`config.mk`:
```
export PLATFORM = sky130hd
export DESIGN_NAME = mem_ctrl
export DESIGN_NICKNAME = d
export VERILOG_FILES = /design/src/rtl/mem_ctrl.sv
export SDC_FILE = /design/constraint.sdc
export NUM_CORES = 1
export LEC_CHECK = 0
export ABC_CLOCK_PERIOD_IN_PS = 2350
export CAP_MARGIN = 20
export CORE_AREA = 2 2 90 92
export CTS_CLUSTER_SIZE = 10
export DETAILED_ROUTE_END_ITERATION = 6
export DIE_AREA = 0 0 92 94
export GPL_TIMING_DRIVEN = 0
export PLACE_DENSITY = 0.69
export SLEW_MARGIN = 20
export SYNTH_ARGS = -nofsm -noshare
export SYNTH_HDL_FRONTEND = slang
export SYNTH_SLANG_ARGS = --single-unit
```
`constraint.sdc`:
```
create_clock -name clk -period 2.35 [get_ports clk]
set_input_delay 0.705 -clock clk [delete_from_list [all_inputs] [get_ports clk]]
set_output_delay 0.705 -clock clk [all_outputs]
set_load 0.02 [all_outputs]
```
`src/rtl/mem_ctrl.sv`:
```
// CPU-to-async-memory handshake controller: latches a request, raises EN, waits on synchronized MFC, then on its release.
// Done/err pulse one cycle after release/fault; requests arriving while busy are dropped (no queueing), a held request is taken back-to-back.
module mem_ctrl #(
  parameter int DEPTH   = 20,
  parameter int TIMEOUT = 32
) (
  input  logic        clk,
  input  logic        reset,
  input  logic        cpuReq,
  input  logic        cpuR_W,
  input  logic [15:0] cpuAddr,
  input  logic [15:0] cpuDataIn,
  output logic [15:0] cpuDataOut,
  output logic        cpuDone,
  output logic        cpuErr,
  output logic        busy,
  output logic [15:0] memAddr,
  output logic [15:0] memDataOut,
  input  logic [15:0] memDataIn,
  output logic        R_W,
  output logic        EN,
  input  logic        MFC
);

  typedef enum logic [1:0] {IDLE, WAIT_MFC, WAIT_REL} state_t;

  localparam int              CW    = $clog2(TIMEOUT + 1);
  localparam logic [CW-1:0]   TLAST = CW'(TIMEOUT - 1);

  state_t        state;
  logic          mfc_meta;
  logic          mfcS;
  logic [CW-1:0] tcnt;
  logic          in_range;
  logic          timed_out;

  assign in_range  = ({16'd0, cpuAddr} < 32'(DEPTH));
  assign timed_out = (tcnt == TLAST);

  // MFC comes from another timing domain; only mfcS may be used past this point.
  always_ff @(posedge clk) begin
    if (reset) begin
      mfc_meta <= 1'b0;
      mfcS     <= 1'b0;
    end else begin
      mfc_meta <= MFC;
      mfcS     <= mfc_meta;
    end
  end

  always_ff @(posedge clk) begin
    if (reset) begin
      state      <= IDLE;
      tcnt       <= '0;
      EN         <= 1'b0;
      R_W        <= 1'b0;
      busy       <= 1'b0;
      cpuDone    <= 1'b0;
      cpuErr     <= 1'b0;
      memAddr    <= 16'h0000;
      memDataOut <= 16'h0000;
      cpuDataOut <= 16'h0000;
    end else begin
      cpuDone <= 1'b0;
      cpuErr  <= 1'b0;
      case (state)
        IDLE: begin
          if (cpuReq) begin
            if (in_range) begin
              memAddr    <= cpuAddr;
              R_W        <= cpuR_W;
              memDataOut <= cpuDataIn;
              EN         <= 1'b1;
              busy       <= 1'b1;
              tcnt       <= '0;
              state      <= WAIT_MFC;
            end else begin
              cpuErr <= 1'b1;
            end
          end
        end
        WAIT_MFC: begin
          if (mfcS) begin
            EN    <= 1'b0;
            tcnt  <= '0;
            state <= WAIT_REL;
            if (R_W) cpuDataOut <= memDataIn;
          end else if (timed_out) begin
            EN     <= 1'b0;
            busy   <= 1'b0;
            cpuErr <= 1'b1;
            state  <= IDLE;
          end else begin
            tcnt <= tcnt + 1'b1;
          end
        end
        WAIT_REL: begin
          // Completion waits for MFC to drop so the next access sees a clean rising edge.
          if (!mfcS) begin
            busy    <= 1'b0;
            cpuDone <= 1'b1;
            state   <= IDLE;
          end else if (timed_out) begin
            busy   <= 1'b0;
            cpuErr <= 1'b1;
            state  <= IDLE;
          end else begin
            tcnt <= tcnt + 1'b1;
          end
        end
        default: begin
          EN    <= 1'b0;
          busy  <= 1'b0;
          state <= IDLE;
        end
      endcase
    end
  end

endmodule

```
==> impl_metrics.json, run 1 <==
{
  "yosys-top-cells-count": "dfxtp_1, a21oi_1, nand2_1",
  "drv_slew": 0,
  "viasPerCell": 5.02,
  "synth-seq-area-share_pct": 48.3,
  "netlist_instances": 295,
  "clkTransAtPathRegs_ns": 0.07,
  "wl_per_cell_um": 14.4,
  "num_antenna_cells": 0,
  "p_leak_uw": 0.00139,
  "cts_buffers": 9,
  "hp-class": "reg -> reg",
  "syn_avg_cell_area_um2": 8.84,
  "cts_tree": "done",
  "remaining_drc_errors": 0,
  "clock_sinks": 63,
  "antenna_found_initial": 0,
  "grt_use_total_pct": 17.1,
  "crit_type": "in -> reg",
  "crit_required_ns": 2.60,
  "ios": 106,
  "post-route-cell-area_um2": 4040,
  "layout-drive-gt1-share_pct": 8.35,
  "grt_pass1_wl_um": 11600,
  "syn_area_um2": 2610,
  "worst_setup_path_start_kind": "input pin",
  "dpl_cell_area_um2": 3770,
  "synth_top_area_cell": "dfxtp_1",
  "dr.pass1.iters": 4,
  "routed_wl_um": 7490,
  "fillers": 727,
  "grt-ovfl-total": 0,
  "via_count": 2618,
  "synth_edf_count": 0,
  "post-dp-hpwl_um": 5420,
  "fin_crit_sh_pct": 95.5,
  "worst_pin_slew_ns": 0.562,
  "synth_top_area_share_pct": 48.3,
  "synth_ff_type": "dfxtp_1",
  "ys_ff_latch": 63,
  "die_area_um2": 8650,
  "clockBufferDepth": 2,
  "grt_max_degree": 12,
  "irDropWorstVdd_mv": 0.268,
  "async_flop_share_pct": 0,
  "grt_pass1_vias": 2318,
  "synthMostInstantiatedCell": "dfxtp_1",
  "finalClockSkew_ns": 0.00979,
  "synth.area.top_cells": "dfxtp_1, a21oi_1, nand2_1",
  "finalWeightedCongestion": 0.846,
  "initial_utilization_pct": 34.3,
  "synth.net_count": 353,
  "relSlewSlack_pct": 62.5,
  "insertion_delay_ns": 0.34,
  "drt_iter0_markers": 175,
  "status": "complete, no violations",
  "worstPathMaxFanout": 4,
  "crit_arrival_ns": 2.50,
  "ant_nets": 0,
  "die_w_um": 92,
  "port_buffers": 103,
  "grt_setup_unrepaired": "false",
  "rows": 32,
  "synthDistinctLibCells": 46,
  "endpoint_kind": "flop",
  "syn2layout_area_growth_pct": 55.0,
  "core_area_um2": 7610,
  "htreeDepth": 3,
  "min_period_ns": 2.24,
  "powerDensity_nw_per_um2": 559,
  "die_h_um": 94,
  "maxCapViolCount": 0,
  "nets": 472,
  "finalSetupViolations": 0,
  "clock.fmax_ghz": 0.446,
  "ys_warn_count": 0,
  "cts_root_buffer": "clkbuf_8",
  "fin_total_pwr_uw": 2260,
  "final-hold-violation-count": 0
}
[timing repair]
action                     in CTS  in global routing
gates resized for setup         1                  4
hold buffers                    0                  0
setup buffers                   1                  5
pin swaps                       1                  2
setup endpoints to repair      16                 29
[worst max-delay path, cell delays in order]
cell             delay [ns]
clkdlybuf4s50_1        0.46
nor4_4                 0.27
buf_4                  0.17
nand4_4                0.10
or4b_1                 0.51
a221oi_2               0.28
[placed cells by master (no fill, tap or decap), types with 2 or more instances in the layout]
cell and n:
a211oi_1 4, a21o_1 2, a21oi_1 40, a31oi_1 4, and2_1 12, and3_1 5
buf_2 2, buf_4 7, bufinv_16 2, clkbuf_1 21, clkbuf_8 10, clkdlybuf4s50_1 103
clkinv_2 3, dfxtp_1 63, ha_1 5, inv_1 8, nand2_1 39, nand3_1 3
nand4_1 23, nor2_1 2, nor2b_1 4, nor4_4 2, o21a_1 2, o21ai_0 24
o32ai_1 2
[state kept, by name, summed over array words and instances, names as in the netlist, 2 cells and up]
register	count
state	2
memAddr	16
tcnt	6
memDataOut	16
cpuDataOut	16
[per-stage QoR]
| stage | hold slack (ns) | setup TNS, ns | setup WS (ns) | utilization, % | std cells |
|---|---|---|---|---|---|
| detailed placement | 0.426 | -13.49 | -0.421 | 49.5 | 500 |
| global placement | 0.425 | -12.01 | -0.387 | 49.5 | 500 |
| CTS | 0.443 | 0 | 0.0489 | 52.6 | 516 |
| floorplan | 0.414 | 0 | 0.287 | - | 295 |
| finish | 0.441 | 0 | 0.106 | 53.1 | 521 |
| global route | 0.451 | 0 | 0.000588 | 53.1 | 521 |
[final cells by class]
type | instances | area [µm²] | area share (%)
Sequential cell | 63 | 1260 | 31.2
Buffer | 25 | 100 | 2.48
Timing Repair Buffer | 109 | 1080 | 26.6
Inverter | 8 | 30.0 | 0.743
Clock buffer | 10 | 138 | 3.40
Clock inverter | 6 | 83.8 | 2.07
Multi-Input combinational cell | 198 | 1230 | 30.3
Tap cell | 102 | 128 | 3.16
[worst paths after layout]
kind | start | to | slack (ns) | cells after the start
worst min register to register | mfc_meta | mfcS | 0.44 | 1
worst max register to register | state[0] | busy | 0.27 | 6
worst min-delay path | mfc_meta | mfcS | 0.44 | 1
worst max-delay path | cpuAddr[11] | busy | 0.11 | 6
[metal layers]
metal	wire, µm	global-route usage (%)	vias to the layer above
met5	0	0	-
met4	130	8.21	0
met3	490	4.74	10
met2	3380	25.7	99
met1	3490	22.6	1211
li1	-	-	1298
[logic make-up after synthesis]
group | after synthesis | share of synthesized area, %
AND/OR/NAND/NOR | 99 | 22.4
AO/OA/AOI/OAI | 93 | 21.3
flip-flops | 63 | 48.3
buffers and inverters | 34 | 5.13
adder cells (fa/ha/maj) | 5 | 2.40
multiplexers | 1 | 0.432
[report_power, final]
group          switching [µW]  internal (µW)
Clock                     420            622
Sequential               2.05           1070
Combinational            59.7           88.1
Total                     482           1780
No activity file was read; power rests on OpenSTA's default activity.
==> inputs of run 2 (changes only) <==
--- a/config.mk
+++ b/config.mk
@@ -7,12 +7,12 @@
 export LEC_CHECK = 0
 export ABC_CLOCK_PERIOD_IN_PS = 2350
 export CAP_MARGIN = 20
-export CORE_AREA = 2 2 90 92
+export CORE_AREA = 2 2 103 80
 export CTS_CLUSTER_SIZE = 10
 export DETAILED_ROUTE_END_ITERATION = 6
-export DIE_AREA = 0 0 92 94
+export DIE_AREA = 0 0 105 82
 export GPL_TIMING_DRIVEN = 0
-export PLACE_DENSITY = 0.69
+export PLACE_DENSITY = 0.66
 export SLEW_MARGIN = 20
 export SYNTH_ARGS = -nofsm -noshare
 export SYNTH_HDL_FRONTEND = slang
==> impl_metrics.json, run 2 (synthesis results as in run 1) <==
{
  "status": "complete, no violations",
  "clockBufferDepth": 2,
  "remaining_drc_errors": 0,
  "htreeDepth": 3,
  "reg2reg_from": "state[0]",
  "finalWorstSetupSlack_ns": 0.0290,
  "num_antenna_cells": 0,
  "fin_setup_tns_ns": 0,
  "worst_pin_slew_ns": 0.567,
  "rows": 28,
  "endpoint_kind": "flop",
  "irDropWorstVdd_mv": 0.220,
  "drv_slew": 0,
  "reg_top3": "cpuDataOut (16), memAddr (16), memDataOut (16)",
  "clock.fmax_ghz": 0.431,
  "clkTransAtPathRegs_ns": 0.08,
  "preCtsSetupSlack_ns": -0.395,
  "port_buffers": 103,
  "grt-ovfl-total": 0,
  "cts_tree": "done",
  "viasPerCell": 5.04,
  "die_h_um": 82,
  "worstPathMaxFanout": 6,
  "grt_pass1_vias": 2495,
  "fin_crit_sh_pct": 98.8,
  "finalWeightedCongestion": 0.833,
  "nets": 471,
  "cts_root_buffer": "clkbuf_8",
  "crit_type": "in -> reg",
  "holdCritStartpoint": "mfc_meta",
  "powerDensity_nw_per_um2": 532,
  "finalSetupViolations": 0,
  "die_area_um2": 8610,
  "routed_wl_um": 7660,
  "die_w_um": 105,
  "final_cell_mix": "clkdlybuf4s50_1, dfxtp_1, a21oi_1",
  "final_common_cell": "clkdlybuf4s50_1",
  "hp-class": "reg -> reg",
  "crit_required_ns": 2.61,
  "fin_total_pwr_uw": 2140,
  "drt_iter0_markers": 147,
  "timing.reg2reg.setup_slack_ns": 0.18,
  "antenna_found_initial": 0,
  "hold_buffers": 0,
  "worst_setup_path_start_kind": "input pin",
  "post-dp-hpwl_um": 5600,
  "initial_utilization_pct": 34.2,
  "maxCapViolCount": 0,
  "fillers": 740,
  "crit_arrival_ns": 2.58,
  "via_count": 2637,
  "dr.pass1.iters": 4,
  "cts_buffers": 9,
  "finalClockSkew_ns": 0.0110,
  "wl_per_cell_um": 14.6,
  "clock_sinks": 63,
  "insertion_delay_ns": 0.34,
  "relSlewSlack_pct": 62.2,
  "grt_use_total_pct": 17.3,
  "final-hold-violation-count": 0,
  "grt_pass1_wl_um": 11900,
  "ios": 106,
  "crit_start": "cpuAddr[9]",
  "layout-drive-gt1-share_pct": 7.89,
  "ant_nets": 0,
  "p_leak_uw": 0.00138,
  "grt_max_degree": 13,
  "syn2layout_area_growth_pct": 54.4,
  "core_area_um2": 7640,
  "min_period_ns": 2.32
}
-- run 2: critical path: stages --
cell and delay, ns:
clkdlybuf4s50_1 0.44, nor4_4 0.35, buf_4 0.18, nand4_4 0.12, or4b_4 0.52, a221oi_2 0.26
-- run 2: worst paths after layout --
kind	to	cells after the start
setup / recovery	busy	6
hold / removal	mfcS	1
setup reg to reg	tcnt[2]	7
hold reg to reg	mfcS	1
-- run 2: metrics by stage --
step	util [%]	instances	instance area [µm²]	hold slack, ns
2_1_floorplan	-	295	2610	0.414
3_3_place_gp	49.4	503	3770	0.426
3_5_place_dp	49.4	503	3770	0.429
4_1_cts	51.9	519	3970	0.445
5_1_grt	52.7	523	4030	0.471
6_report	52.7	523	4030	0.443
-- run 2: layout make-up --
cell class	instances	area, µm²	share of cell area, %
buffer	25	103	2.55
clock buffer	9	124	3.08
clock inverter	7	72.6	1.80
inverter	8	30.0	0.746
multi-input combinational	198	1230	30.7
sequential	63	1260	31.3
tap	105	131	3.26
timing repair buffer	108	1070	26.6
-- run 2: report_power, final --
group | internal, µW | switching [µW]
combinational | 89.0 | 61.3
clock | 490 | 430
sequential | 1070 | 2.08
total | 1650 | 493
-- run 2: timing repair --
item | 4_1_cts | 5_1_grt
resized for setup | 0 | 5
pin swaps | 0 | 2
setup buffers | 0 | 5
setup endpoints to repair | 1 | 34
-- run 2: layer usage --
layer  global-route usage [%]  up-vias  wire length, µm
met5                        0        -                0
met3                     5.71       11              537
met2                     26.9       92             3360
met1                     22.6     1234             3700
li1                         -     1300                -
met4                     6.53        0               72
==> inputs of run 3 (changes only) <==
--- a/config.mk
+++ b/config.mk
@@ -7,10 +7,10 @@
 export LEC_CHECK = 0
 export ABC_CLOCK_PERIOD_IN_PS = 2350
 export CAP_MARGIN = 20
-export CORE_AREA = 2 2 103 80
+export CORE_AREA = 2 2 95 87
 export CTS_CLUSTER_SIZE = 10
 export DETAILED_ROUTE_END_ITERATION = 6
-export DIE_AREA = 0 0 105 82
+export DIE_AREA = 0 0 97 89
 export GPL_TIMING_DRIVEN = 0
 export PLACE_DENSITY = 0.66
 export SLEW_MARGIN = 20
==> impl_metrics.json, run 3 (synthesis results as in run 1) <==
{
  "rows": 30,
  "ant_nets": 0,
  "powerDensity_nw_per_um2": 522,
  "finalClockSkew_ns": 0.00814,
  "finalWeightedCongestion": 0.823,
  "ios": 106,
  "reg_top3": "cpuDataOut (16), memAddr (16), memDataOut (16)",
  "clock_sinks": 63,
  "grt_use_total_pct": 16.9,
  "relSlewSlack_pct": 62.8,
  "preCtsSetupSlack_ns": -0.347,
  "post_cts_buffers": 0,
  "worst_setup_path_start_kind": "input pin",
  "die_h_um": 89,
  "finalWorstSetupSlack_ns": 0.0534,
  "layout-drive-gt1-share_pct": 7.02,
  "drt_iter0_markers": 140,
  "crit_required_ns": 2.60,
  "antenna_found_initial": 0,
  "insertion_delay_ns": 0.34,
  "grt_max_degree": 12,
  "viasPerCell": 5.13,
  "final_common_cell": "clkdlybuf4s50_1",
  "crit_arrival_ns": 2.55,
  "drv_slew": 0,
  "maxCapViolCount": 0,
  "grt_pass1_wl_um": 11800,
  "fin_cells": 509,
  "cts_buffers": 9,
  "grt_pass1_vias": 2453,
  "final-hold-violation-count": 0,
  "grt_setup_unrepaired": "true",
  "cts_tree": "done",
  "fin_crit_sh_pct": 97.7,
  "remaining_drc_errors": 0,
  "p_leak_uw": 0.00134,
  "min_period_ns": 2.30,
  "dpl.cell_count": 494,
  "clockBufferDepth": 2,
  "nets": 466,
  "post-dp-hpwl_um": 5360,
  "htreeDepth": 3,
  "final_util_pct": 52.3,
  "die_w_um": 97,
  "grt-ovfl-total": 0,
  "syn2layout_area_growth_pct": 51.3,
  "routed_wl_um": 7300,
  "worst_pin_slew_ns": 0.558,
  "via_count": 2611,
  "num_antenna_cells": 0,
  "status": "complete, no violations",
  "cts_root_buffer": "clkbuf_8",
  "irDropWorstVdd_mv": 0.377,
  "crit_type": "in -> reg",
  "clkTransAtPathRegs_ns": 0.07,
  "port_buffers": 103,
  "fillers": 750,
  "initial_utilization_pct": 34.6,
  "core_area_um2": 7540,
  "final_cell_mix": "clkdlybuf4s50_1, dfxtp_1, a21oi_1",
  "hp-class": "reg -> reg",
  "dr.pass1.iters": 4,
  "finalSetupViolations": 0,
  "endpoint_kind": "flop",
  "clock.fmax_ghz": 0.435,
  "fin_hold_ws_ns": 0.437,
  "worstPathMaxFanout": 8,
  "die_area_um2": 8630,
  "wl_per_cell_um": 14.3
}
run 3: metrics by stage:
stage / setup TNS, ns / cell area (µm²) / total power (µW)
after CTS: 0 / 3940 / 2090
final: 0 / 3950 / 2060
after detailed placement: -8.60 / 3760 / 1240
after global placement: -8.17 / 3760 / 1240
after floorplan: 0 / 2610 / 1130
after global routing: -0.0277 / 3950 / 2140
run 3: final timing paths:
kind	endpoint	slack [ns]	cells after the start	from
max	busy	0.05	5	cpuAddr[7]
min	mfcS	0.44	1	mfc_meta
min reg2reg	mfcS	0.44	1	mfc_meta
max reg2reg	busy	0.33	6	state[0]
run 3: timing repair:
item	4_1_cts	5_1_grt
hold buffers	0	0
endpoints found under the setup margin	0	35
gates resized for setup	0	4
run 3: layout make-up:
class / instances / area [µm²] / area share (%)
Timing Repair Buffer: 103 / 1030 / 26.1
Multi-Input combinational cell: 198 / 1230 / 31.1
Buffer: 25 / 100 / 2.54
Clock inverter: 5 / 33.8 / 0.856
Clock buffer: 11 / 141 / 3.58
Inverter: 8 / 30.0 / 0.761
Tap cell: 96 / 120 / 3.04
Sequential cell: 63 / 1260 / 32.0
run 3: critical path, stage by stage:
cell and delay [ns]:
clkdlybuf4s50_1 0.44, nor4_4 0.41, nand4_4 0.20, or4b_4 0.53, a221oi_2 0.26
run 3: routing by layer:
| metal | vias to the layer above | track usage [%] | wire length [µm] |
|---|---|---|---|
| li1 | 1290 | - | - |
| met1 | 1216 | 21.1 | 3360 |
| met2 | 97 | 27.3 | 3290 |
| met3 | 8 | 6.72 | 566 |
| met4 | 0 | 5.38 | 79 |
| met5 | - | 0 | 0 |
run 3: report_power, final:
part           internal [µW]  total, µW  switching [µW]  leakage, µW
logic                   87.5        146            58.4     0.000743
clock network            409        841             432    0.0000853
registers               1070       1070            2.10     0.000508
total                   1570       2060             492      0.00134
